--- src/rtl/pio_bus_arbiter_pkg.sv ---
// rtl/pio_bus_arbiter_pkg.sv - shared constants and FSM state type for the PIO bus arbiter
package pio_pkg;

  localparam logic [2:0] PIO_ADDR_DIR  = 3'd0;
  localparam logic [2:0] PIO_ADDR_DATA = 3'd1;

  localparam logic PIO_DIR_OUT = 1'b1;
  localparam logic PIO_DIR_IN  = 1'b0;

  typedef enum logic [1:0] {
    ST_IDLE    = 2'd0,
    ST_ISSUE   = 2'd1,
    ST_RD_WAIT = 2'd2,
    ST_LOCKED  = 2'd3
  } pio_state_t;

endpackage

--- src/rtl/pio_bus_arbiter_if.sv ---
// rtl/pio_bus_arbiter_if.sv - requester command/response and Avalon-MM signal bundle
interface pio_bus_arbiter_if #(
  parameter int N_REQ  = 2,
  parameter int ADDR_W = 3,
  parameter int DATA_W = 32
);

  logic [N_REQ-1:0]        req_valid;
  logic [N_REQ-1:0]        req_write;
  logic [N_REQ-1:0]        req_lock;
  logic [N_REQ*ADDR_W-1:0] req_addr;
  logic [N_REQ*DATA_W-1:0] req_wdata;
  logic [N_REQ-1:0]        req_ready;
  logic [N_REQ-1:0]        rsp_valid;
  logic [DATA_W-1:0]       rsp_rdata;
  logic [ADDR_W-1:0]       avm_address;
  logic                    avm_write;
  logic                    avm_read;
  logic [DATA_W-1:0]       avm_writedata;
  logic [DATA_W-1:0]       avm_readdata;

  // arbiter side
  modport slave (
    input  req_valid, req_write, req_lock, req_addr, req_wdata, avm_readdata,
    output req_ready, rsp_valid, rsp_rdata, avm_address, avm_write, avm_read, avm_writedata
  );

  // requesters plus the PIO slave, seen from outside the arbiter
  modport master (
    output req_valid, req_write, req_lock, req_addr, req_wdata, avm_readdata,
    input  req_ready, rsp_valid, rsp_rdata, avm_address, avm_write, avm_read, avm_writedata
  );

endinterface

--- src/rtl/pio_rr_arbiter.sv ---
// rtl/pio_rr_arbiter.sv - combinational round-robin pick starting at rr_ptr
module pio_rr_arbiter #(
  parameter  int N_REQ = 2,
  localparam int IDX_W = $clog2(N_REQ)
) (
  input  logic [N_REQ-1:0] req,
  input  logic [IDX_W-1:0] rr_ptr,
  output logic [N_REQ-1:0] grant,
  output logic [IDX_W-1:0] winner
);

  // Scan from farthest to nearest so the candidate closest at/after rr_ptr is written last.
  always_comb begin
    grant  = '0;
    winner = '0;
    for (int k = N_REQ - 1; k >= 0; k--) begin
      if (req[(int'(rr_ptr) + k) % N_REQ]) begin
        winner = IDX_W'((int'(rr_ptr) + k) % N_REQ);
      end
    end
    if (|req) begin
      grant[winner] = 1'b1;
    end
  end

endmodule

--- src/rtl/pio_bus_arbiter.sv ---
// rtl/pio_bus_arbiter.sv - round-robin sharing of one PIO Avalon-MM slave with lockable grants
module pio_bus_arbiter
  import pio_pkg::*;
#(
  parameter int N_REQ        = 2,
  parameter int ADDR_W       = 3,
  parameter int DATA_W       = 32,
  parameter int READ_LATENCY = 1,
  parameter int LOCK_TIMEOUT = 64
) (
  input logic                clk,
  input logic                reset,
  pio_bus_arbiter_if.slave   bus
);

  localparam int IDX_W = $clog2(N_REQ);
  localparam int CNT_W = $clog2(READ_LATENCY + 1);
  localparam int TO_W  = $clog2(LOCK_TIMEOUT + 1);

  pio_state_t        state, state_nxt;
  logic [IDX_W-1:0]  rr_ptr, owner, winner, accept_idx;
  logic [N_REQ-1:0]  grant, rsp_q;
  logic [ADDR_W-1:0] cmd_addr;
  logic [DATA_W-1:0] cmd_wdata, rdata_q;
  logic              cmd_write;
  logic [CNT_W-1:0]  lat_cnt;
  logic [TO_W-1:0]   idle_cnt;
  logic              accept, done, capture;

  pio_rr_arbiter #(.N_REQ(N_REQ)) u_rr (
    .req    (bus.req_valid),
    .rr_ptr (rr_ptr),
    .grant  (grant),
    .winner (winner)
  );

  // FSM state register.
  always_ff @(posedge clk) begin
    if (reset) state <= ST_IDLE;
    else       state <= state_nxt;
  end

  // Next state, accept decision and completion detection.
  always_comb begin
    state_nxt  = state;
    accept     = 1'b0;
    accept_idx = owner;
    done       = 1'b0;
    capture    = 1'b0;
    case (state)
      ST_IDLE: begin
        if (|grant) begin
          accept     = 1'b1;
          accept_idx = winner;
          state_nxt  = ST_ISSUE;
        end
      end
      ST_ISSUE: begin
        if (cmd_write) done = 1'b1;
        else           state_nxt = ST_RD_WAIT;
      end
      ST_RD_WAIT: begin
        // Counter is about to reach zero: readdata is valid this cycle.
        if (lat_cnt == CNT_W'(1)) begin
          done    = 1'b1;
          capture = 1'b1;
        end
      end
      ST_LOCKED: begin
        if (bus.req_valid[owner]) begin
          accept    = 1'b1;
          state_nxt = ST_ISSUE;
        end else if (!bus.req_lock[owner] || idle_cnt == TO_W'(LOCK_TIMEOUT - 1)) begin
          state_nxt = ST_IDLE;
        end
      end
      default: state_nxt = ST_IDLE;
    endcase
    if (done) state_nxt = bus.req_lock[owner] ? ST_LOCKED : ST_IDLE;
  end

  // Output decode; req_ready is suppressed while reset is held so outputs read 0.
  always_comb begin
    bus.req_ready = '0;
    if (accept && !reset) bus.req_ready[accept_idx] = 1'b1;
    bus.avm_write     = (state == ST_ISSUE) && cmd_write;
    bus.avm_read      = (state == ST_ISSUE) && !cmd_write;
    bus.avm_address   = cmd_addr;
    bus.avm_writedata = cmd_wdata;
    bus.rsp_valid     = rsp_q;
    bus.rsp_rdata     = rdata_q;
  end

  // Command latch, pointers, counters and registered response.
  always_ff @(posedge clk) begin
    if (reset) begin
      rr_ptr    <= '0;
      owner     <= '0;
      cmd_addr  <= '0;
      cmd_wdata <= '0;
      cmd_write <= 1'b0;
      lat_cnt   <= '0;
      idle_cnt  <= '0;
      rsp_q     <= '0;
      rdata_q   <= '0;
    end else begin
      rsp_q <= '0;
      if (accept) begin
        owner     <= accept_idx;
        cmd_write <= bus.req_write[accept_idx];
        cmd_addr  <= bus.req_addr[accept_idx*ADDR_W +: ADDR_W];
        cmd_wdata <= bus.req_wdata[accept_idx*DATA_W +: DATA_W];
      end
      // Only fresh arbitration moves the pointer; locked commands leave it alone.
      if (state == ST_IDLE && accept) begin
        rr_ptr <= (winner == IDX_W'(N_REQ - 1)) ? '0 : winner + IDX_W'(1);
      end
      if (state == ST_ISSUE)        lat_cnt <= CNT_W'(READ_LATENCY);
      else if (state == ST_RD_WAIT) lat_cnt <= lat_cnt - CNT_W'(1);
      if (done)    rsp_q[owner] <= 1'b1;
      if (capture) rdata_q      <= bus.avm_readdata;
      if (state != ST_LOCKED || accept) idle_cnt <= '0;
      else                              idle_cnt <= idle_cnt + TO_W'(1);
    end
  end

endmodule

--- src/flat_wrapper.sv ---
// flat-port wrapper written by rule: the top's interface ports become plain ports
module pio_bus_arbiter_flat import pio_pkg::*;
#(
  parameter int N_REQ        = 2,
  parameter int ADDR_W       = 3,
  parameter int DATA_W       = 32,
  parameter int READ_LATENCY = 1,
  parameter int LOCK_TIMEOUT = 64
)
  (clk, reset, bus_req_valid, bus_req_write, bus_req_lock, bus_req_addr, bus_req_wdata, bus_avm_readdata, bus_req_ready, bus_rsp_valid, bus_rsp_rdata, bus_avm_address, bus_avm_write, bus_avm_read, bus_avm_writedata);
  pio_bus_arbiter_if #(.N_REQ(N_REQ), .ADDR_W(ADDR_W), .DATA_W(DATA_W)) bus_i ();
  input logic clk;
  input logic reset;
  input wire logic [$bits(bus_i.req_valid)-1:0] bus_req_valid;
  input wire logic [$bits(bus_i.req_write)-1:0] bus_req_write;
  input wire logic [$bits(bus_i.req_lock)-1:0] bus_req_lock;
  input wire logic [$bits(bus_i.req_addr)-1:0] bus_req_addr;
  input wire logic [$bits(bus_i.req_wdata)-1:0] bus_req_wdata;
  input wire logic [$bits(bus_i.avm_readdata)-1:0] bus_avm_readdata;
  output wire logic [$bits(bus_i.req_ready)-1:0] bus_req_ready;
  output wire logic [$bits(bus_i.rsp_valid)-1:0] bus_rsp_valid;
  output wire logic [$bits(bus_i.rsp_rdata)-1:0] bus_rsp_rdata;
  output wire logic [$bits(bus_i.avm_address)-1:0] bus_avm_address;
  output wire logic [$bits(bus_i.avm_write)-1:0] bus_avm_write;
  output wire logic [$bits(bus_i.avm_read)-1:0] bus_avm_read;
  output wire logic [$bits(bus_i.avm_writedata)-1:0] bus_avm_writedata;
  assign bus_i.req_valid = bus_req_valid;
  assign bus_i.req_write = bus_req_write;
  assign bus_i.req_lock = bus_req_lock;
  assign bus_i.req_addr = bus_req_addr;
  assign bus_i.req_wdata = bus_req_wdata;
  assign bus_i.avm_readdata = bus_avm_readdata;
  assign bus_req_ready = bus_i.req_ready;
  assign bus_rsp_valid = bus_i.rsp_valid;
  assign bus_rsp_rdata = bus_i.rsp_rdata;
  assign bus_avm_address = bus_i.avm_address;
  assign bus_avm_write = bus_i.avm_write;
  assign bus_avm_read = bus_i.avm_read;
  assign bus_avm_writedata = bus_i.avm_writedata;
  pio_bus_arbiter #(.N_REQ(N_REQ), .ADDR_W(ADDR_W), .DATA_W(DATA_W), .READ_LATENCY(READ_LATENCY), .LOCK_TIMEOUT(LOCK_TIMEOUT)) u_core (.clk(clk), .reset(reset), .bus(bus_i));
endmodule
--- config.mk ---
export PLATFORM = sky130hd
export DESIGN_NAME = pio_bus_arbiter_flat
export DESIGN_NICKNAME = d
export VERILOG_FILES = /design/src/rtl/pio_bus_arbiter_pkg.sv /design/src/rtl/pio_bus_arbiter_if.sv /design/src/rtl/pio_rr_arbiter.sv /design/src/rtl/pio_bus_arbiter.sv /design/src/flat_wrapper.sv
export SDC_FILE = /design/constraint.sdc
export NUM_CORES = 1
export LEC_CHECK = 0
export CAP_MARGIN = 15
export CORE_ASPECT_RATIO = 1.5
export CORE_MARGIN = 2
export CORE_UTILIZATION = 30
export DETAILED_ROUTE_END_ITERATION = 8
export GPL_TIMING_DRIVEN = 0
export SYNTH_ARGS = -nofsm -noshare
export SYNTH_HDL_FRONTEND = slang
export SYNTH_SLANG_ARGS = --single-unit
--- constraint.sdc ---
create_clock -name clk -period 2.5 [get_ports clk]
set_input_delay 0.5 -clock clk [delete_from_list [all_inputs] [get_ports clk]]
set_output_delay 0.5 -clock clk [all_outputs]
set_load 0.03 [all_outputs]
### Word level (Yosys, flattened, before mapping)

Cells that the tools add are included.

| word-level totals | value |
|---|---|
| word-level logic and storage cells | 95 |
| register bits after elaboration | 82 |
| output and inout port bits | 73 |
| bits of input ports | 110 |

| operators by class | value |
|---|---|
| equality and inequality tests | 8 |
| add/subtract/negate cells | 4 |
| order comparisons | 8 |
| shifts and indexed selects | 2 |
| multipliers | 1 |
| reduce and logical (&&, ||, !) cells | 20 |
| mux-type cells | 40 |
| bitwise gates (word level) | 2 |

Operators by type and width:

| operator | count |
|---|---|
| indexed part select 64 x 7 -> 32 bit | 1 |
| two-way mux 1 bit | 26 |
| two-way mux 2 bit | 8 |
| < comparator 1 x 2 -> 1 bit, second input constant | 4 |
| OR reduction 2 bit | 4 |
| adder 7 x 1 -> 7 bit, second input constant | 1 |
| equality test 7 x 6 -> 1 bit, second input constant | 1 |
| logical AND 1 bit | 7 |
| case mux 2 bit (3 select lines) | 1 |
| indexed part select 6 x 4 -> 3 bit | 1 |
| equality test 2 bit, second input constant | 2 |
| != test 4 x 1 -> 1 bit, second input constant | 1 |
| case mux 1 bit (2 select lines) | 2 |
| AND reduction 4 bit | 1 |
| nonzero test 4 bit | 1 |
| demux 1 bit (select 1 bit) | 3 |
| >= comparator 1 bit, second input constant | 3 |
| zero test 1 bit | 3 |
| < comparator 2 x 3 -> 1 bit, second input constant | 1 |
| multiplier 1 x 2 -> 3 bit, second input constant | 1 |
| != test 3 x 1 -> 1 bit, second input constant | 1 |
| != test 3 bit, second input constant | 1 |
| adder 1 bit, second input constant | 2 |
| equality test 2 x 1 -> 1 bit, second input constant | 1 |
| 7 further kinds | 8 |

### Longest topological paths before layout

| logic depth | value |
|---|---|
| depth after elaboration | 20 |
| depth in mapped cells | 9 |
| mapped depth without buffers | 7 |

### Hierarchy

A second synthesis with hierarchy kept.

| unflattened totals | value |
|---|---|
| cell total of the unflattened synthesis | 424 |
| area, all modules | 3592.2 sq um |

By module, submodules not included:

| module | cells an instance | instances | seq. area each (sq um) | area an instance (sq um) |
|---|---|---|---|---|
| pio_bus_arbiter | 420 | 1 | 1641.6 | 3565.9 |
| pio_rr_arbiter | 4 | 1 | 0.0 | 26.3 |

### Worst setup path after synthesis

Ideal clock, no wire load.

| timing | value |
|---|---|
| path kind | flip-flop to output port |
| from | register u_core.state[0] |
| to | output bus_req_ready[0] |
| data required time | 2.000 ns |
| stages on the path, launching flop included | 9 |
| slack | -0.024 ns |
| buffers on the path | 2 |
| arrival time | 2.024 ns |
| cell sequence | dfxtp_1 > inv_1 > ha_1 > a21oi_1 > a31o_2 > inv_1 > buf_4 > buf_4 > nor3b_1 |

| between the ends | value |
|---|---|
| word-level cells in the longest chain between the ends | 7 |
| elaborated cells on any way between the ends | 11 |
| those cells by class | order compare: 2; eq/ne: 1; mux: 5; reduce/logical: 3 |

Ends and longest elaborated chain:

| item | line | RTL |
|---|---|---|
| start: declaration | pio_bus_arbiter.sv:20 | `pio_state_t state, state_nxt;` |
| start signal: assignment | pio_bus_arbiter.sv:40 | `else state <= state_nxt;` |
| zero test 2 bit | pio_bus_arbiter.sv:50 | `case (state)` |
| two-way mux 1 bit | pio_bus_arbiter.sv:50 |  |
| < comparator 1 x 2 -> 1 bit (implied by the code) / >= comparator 1 bit (equally long branches) | pio_bus_arbiter.sv:85 | `if (accept && !reset) bus.req_ready[accept_idx] = 1'b1;` |
| logical AND 1 bit (implied by the code) | pio_bus_arbiter.sv:85 |  |
| two-way mux 1 bit (implied by the code) | pio_bus_arbiter.sv:85 |  |
| demux 1 bit (select 1 bit) | n/a |  |
| two-way mux 2 bit * | pio_bus_arbiter.sv:85 |  |
| end: declaration | flat_wrapper.sv:20 | `output wire logic [$bits(bus_i.req_ready)-1:0] bus_req_ready;` |

Mark *: on every way between the ends. The rest lies on a longest branch, timed or not.

### Worst setup path in the final report

| timing | value |
|---|---|
| from | register u_core.state[1] |
| to | output bus_avm_write |

| between the ends | value |
|---|---|
| word-level cells in the longest chain between the ends | 2 |

Ends and longest elaborated chain:

| item | line | RTL |
|---|---|---|
| equality test 2 x 1 -> 1 bit | pio_bus_arbiter.sv:86 | `bus.avm_write = (state == ST_ISSUE) && cmd_write;` |
| logical AND 1 bit | pio_bus_arbiter.sv:86 |  |
| end: declaration | flat_wrapper.sv:24 | `output wire logic [$bits(bus_i.avm_write)-1:0] bus_avm_write;` |

No other way between the ends.

==> results.txt <==
The run finished with clean final reports. The largest total area in the synthesized netlist belongs to dfxtp_1. The worst setup path endpoint is bus_avm_write. For this run, the detailed router's first-pass iteration total came to 6.

The level count of the clock H-tree came out at 3. The most common cell in the netlist is nand2_1. For this run, the number of Yosys warnings is 0.

The actual slew at the worst max-slew pin is around 0.64 ns. Summed over all failing endpoints, the final setup total negative slack is 0 ns. The number of buffers created by CTS came out at 9. In the final layout, the share of cells above drive strength 1 is 0.0773. The clock transition at the registers of the reported paths is 0.06 ns. Setup repair after global routing left no endpoint under its margin. Of the available clock period, the critical path in the final layout requires 0.962. The worst path needs about 2.4 ns of the cycle, external delays included.

The critical path goes through inv_2 > ha_1 > and2_1 > clkdlybuf4s50_1. The worst path arrival time is 1.90 ns. The register share of total power came out at 0.299. The wire length per cell after detailed routing came out at 14.6 um.

The largest voltage drop on the vdd net came out at around 0.00057 V. Summing every instance area after synthesis gives roughly 0.0034 mm2. The count of fill cells added during filler insertion is between 1000 and 1500.

Using the TritonRoute via totals, the vias-per-cell ratio works out to roughly 4.7. Once layout is complete, the utilization of the core stands at 0.518. The overall power consumption came out at roughly 6.3 mW. The critical path is of the register to output pin type. Detailed routing inserted a total of around 3600 vias. The count of pins over their slew limit is 0. The total power density per cell area came out at ~1100 mW/mm2.

The total net switching power came out at around 2.6 mW. The total nets after synthesis came out at 540. The number of global-route vias before repair is approximately 3700. The placed instance count came out at around 750. The synthesized instance count is 424. The number of antenna violations at the first check in global routing is 0.

0 antenna diodes ended up in the layout. By count the netlist is led by nand2_1 (140), dfxtp_1 (82), nor2_1 (45). The count of flip-flops with a built-in enable after synthesis came out at 0. Measured in cells, the most critical reg-to-reg path has a length of 8. TritonCTS built the clock tree. The switching power as a share of total power came out at 0.412. In the global route stage, overall resource usage came out at 0.182. The max-cap violation count is 0. The register cell area after layout came out at around 0.0016 mm2.

The distinct cell type count after synthesis is 35. The number of placed I/O pins is 183. The static leakage is roughly 2.1 nW.

The first global-routing pass estimated around 18000 um of wire. On the critical path, the stage with the largest delay is an instance of clkdlybuf4s50_1. The maximum fanout encountered on the critical timing path came out at 4.

The critical path required time is around 2 ns. The synthesized area per cell is 8.04 um2. The beginning of the worst register-to-register path is u_core.state[0]. The area of the multi-input gates is roughly 0.0016 mm2. Setup slack closes at approximately 0.096 ns. The sequential area share after synthesis came out at 0.481. At the end of routability-driven placement, the weighted congestion stood at 0.763. The part of the total power dissipated in combinational logic is 0.503. The worst setup slack before clock tree synthesis is -0.808 ns. The antenna violation net count after detailed routing came out at 0.

Entering global routing, the biggest net connects 20 pins. The post-DP HPWL came out at 8590 um. The slack of the worst reg-to-reg path came out at 0.46 ns. The destination of the worst register-to-register timing path is u_core.bus.avm_writedata[18]. The die area came out at 0.0123 mm2. The internal power consumption is ~3.7 mW. The number of placement rows is 47. The final-stage net count is 732. The final clock skew is 0.00517 ns. The post-synthesis async set-or-reset flop share is 0. The power share of the clock group came out at 0.198. The die is approximately 130 um tall. After global routing the overflow that remains totals 0. The maximum single-stage delay on the critical path came out at a little over 0.7 ns. In the post-synthesis netlist, the biggest area contributors are dfxtp_1 (48%), nand2_1 (15%), a311oi_1 (9.2%), a21oi_1 (5.1%), nor2_1 (5.0%). The worst hold path class is register to register. The tree is rooted in a clkbuf_16.

The post-route cell area came out at about 0.0057 mm2. The starting density of the core came out at 0.308. Measured against its own limit, the worst slew margin works out to 0.574.

The area of placed instances came out at 0.00543 mm2. The insertion delay to the later sink of the worst-skew pair is 0.34 ns. The worst setup path is captured at an output pin.

The number of cells in the finished layout apart from fillers is between 700 and 800. Compared with the post-synthesis result, the final layout area differs by 68.0%. STA classifies the critical path startpoint as a register. The highest attainable clock frequency came out at 0.416 GHz. The area of the core is approximately 0.011 mm2. The worst hold path stage count came out at 2.

The critical path starts at u_core.state[1]. The remaining design rule violation count came out at 0. The maximum buffer depth of the clock tree came out at 2. After detailed routing, the total wire length is 11200 um.

The number of storage elements in the synthesis netlist came out at 82. The number of setup violations in the final report is 0. The leading register cell type out of synthesis is dfxtp_1. The share of Yosys cell area claimed by the top area cell type came out at 0.481.

The count of buffers added on input and output ports is about 180. The worst slack on hold paths is between 0.4 and 0.5 ns. The width of the chip is 91.0 um. The number of hold-slack violations in the final timing report is 0. The number of violations reported at the end of detailed-routing iteration 0 is 96. The total clock sinks is 82.
==> sequential cells by signal, summed over array words and instances (netlist names) <==
| signal | cells |
|---|---|
| u_core.bus.avm_address | 3 |
| u_core.bus.avm_writedata | 32 |
| u_core.bus.rsp_rdata | 32 |
| u_core.bus.rsp_valid | 2 |
| u_core.cmd_write | 1 |
| u_core.idle_cnt | 7 |
| u_core.lat_cnt | 1 |
| u_core.owner | 1 |
| u_core.rr_ptr | 1 |
| u_core.state | 2 |
==> final cells by class <==
| class | instances | share of cell area |
|---|---|---|
| multi-input cells | 305 | 0.280 |
| flip-flops and latches | 82 | 0.287 |
| repair buffers | 183 | 0.318 |
| plain buffers | 31 | 0.0308 |
| well taps | 147 | 0.0321 |
| clock buffers | 9 | 0.0393 |
| inverters | 4 | 0.00262 |
| clock inverters | 7 | 0.00961 |
==> worst min-delay path by stage <==
stage	start	end
after global routing	u_core.bus.rsp_rdata[10]	u_core.bus.rsp_rdata[10]
after global placement	u_core.idle_cnt[0]	u_core.idle_cnt[0]
final	u_core.bus.rsp_rdata[31]	u_core.bus.rsp_rdata[31]
after floorplan	u_core.idle_cnt[0]	u_core.idle_cnt[0]
after CTS	u_core.idle_cnt[0]	u_core.idle_cnt[0]
after detailed placement	u_core.idle_cnt[0]	u_core.idle_cnt[0]
==> layout by cell type (no fill, tap or decap), drive strengths merged, types with 5 or more instances in the layout <==
cell type,netlist,routed
clkdlybuf4s50,0,178
nand2,141,141
dfxtp,82,82
nor2,50,50
a311oi,36,36
a21oi,36,36
clkbuf,15,23
buf,18,20
ha,6,6
inv,4,5
==> power groups by stage <==
stage,Combinational (mW),Sequential [mW],Clock [mW]
after floorplan,1.29,2.50,0
after global placement,3.10,1.88,0
after detailed placement,3.13,1.89,0
after CTS,3.18,1.87,1.28
after global routing,3.44,1.92,1.33
final,3.16,1.87,1.24
==> metal layers <==
| layer | global-route usage | vias up | share of wire |
|---|---|---|---|
| met5 | 0 | - | 0 |
| met4 | 0.0732 | 0 | 0.019 |
| met3 | 0.0541 | 15 | 0.071 |
| met2 | 0.328 | 148 | 0.51 |
| met1 | 0.197 | 1634 | 0.40 |
| li1 | - | 1820 | - |
==> critical path: cells and delay by family, from the launching register on <==
family / cells / cell delay (ns)
buffers and inverters: 2 / 0.81
AND/OR/NAND/NOR: 1 / 0.21
flip-flops: 1 / 0.33
adder cells (fa/ha/maj): 1 / 0.22
==> timing repair <==
item,4_1_cts,5_1_grt
setup buffers,0,1
endpoints found under the setup margin,2,3
hold buffers,0,0
resized for setup,22,2
pin swaps,0,1
==> logic make-up (layout without fill, tap and decap cells) <==
| kind of cell | after synthesis | after routing | share of synthesized area |
|---|---|---|---|
| adders and majority gates | 6 | 6 | 0.0220 |
| buffers and inverters | 37 | 234 | 0.0565 |
| AOI/OAI and AO/OA | 84 | 84 | 0.171 |
| xor gates and xnor gates | 4 | 4 | 0.0103 |
| DFF | 82 | 82 | 0.481 |
| and+or+nand+nor | 208 | 208 | 0.248 |
| muxes | 3 | 3 | 0.0103 |
No activity file was read; power rests on OpenSTA's default activity.
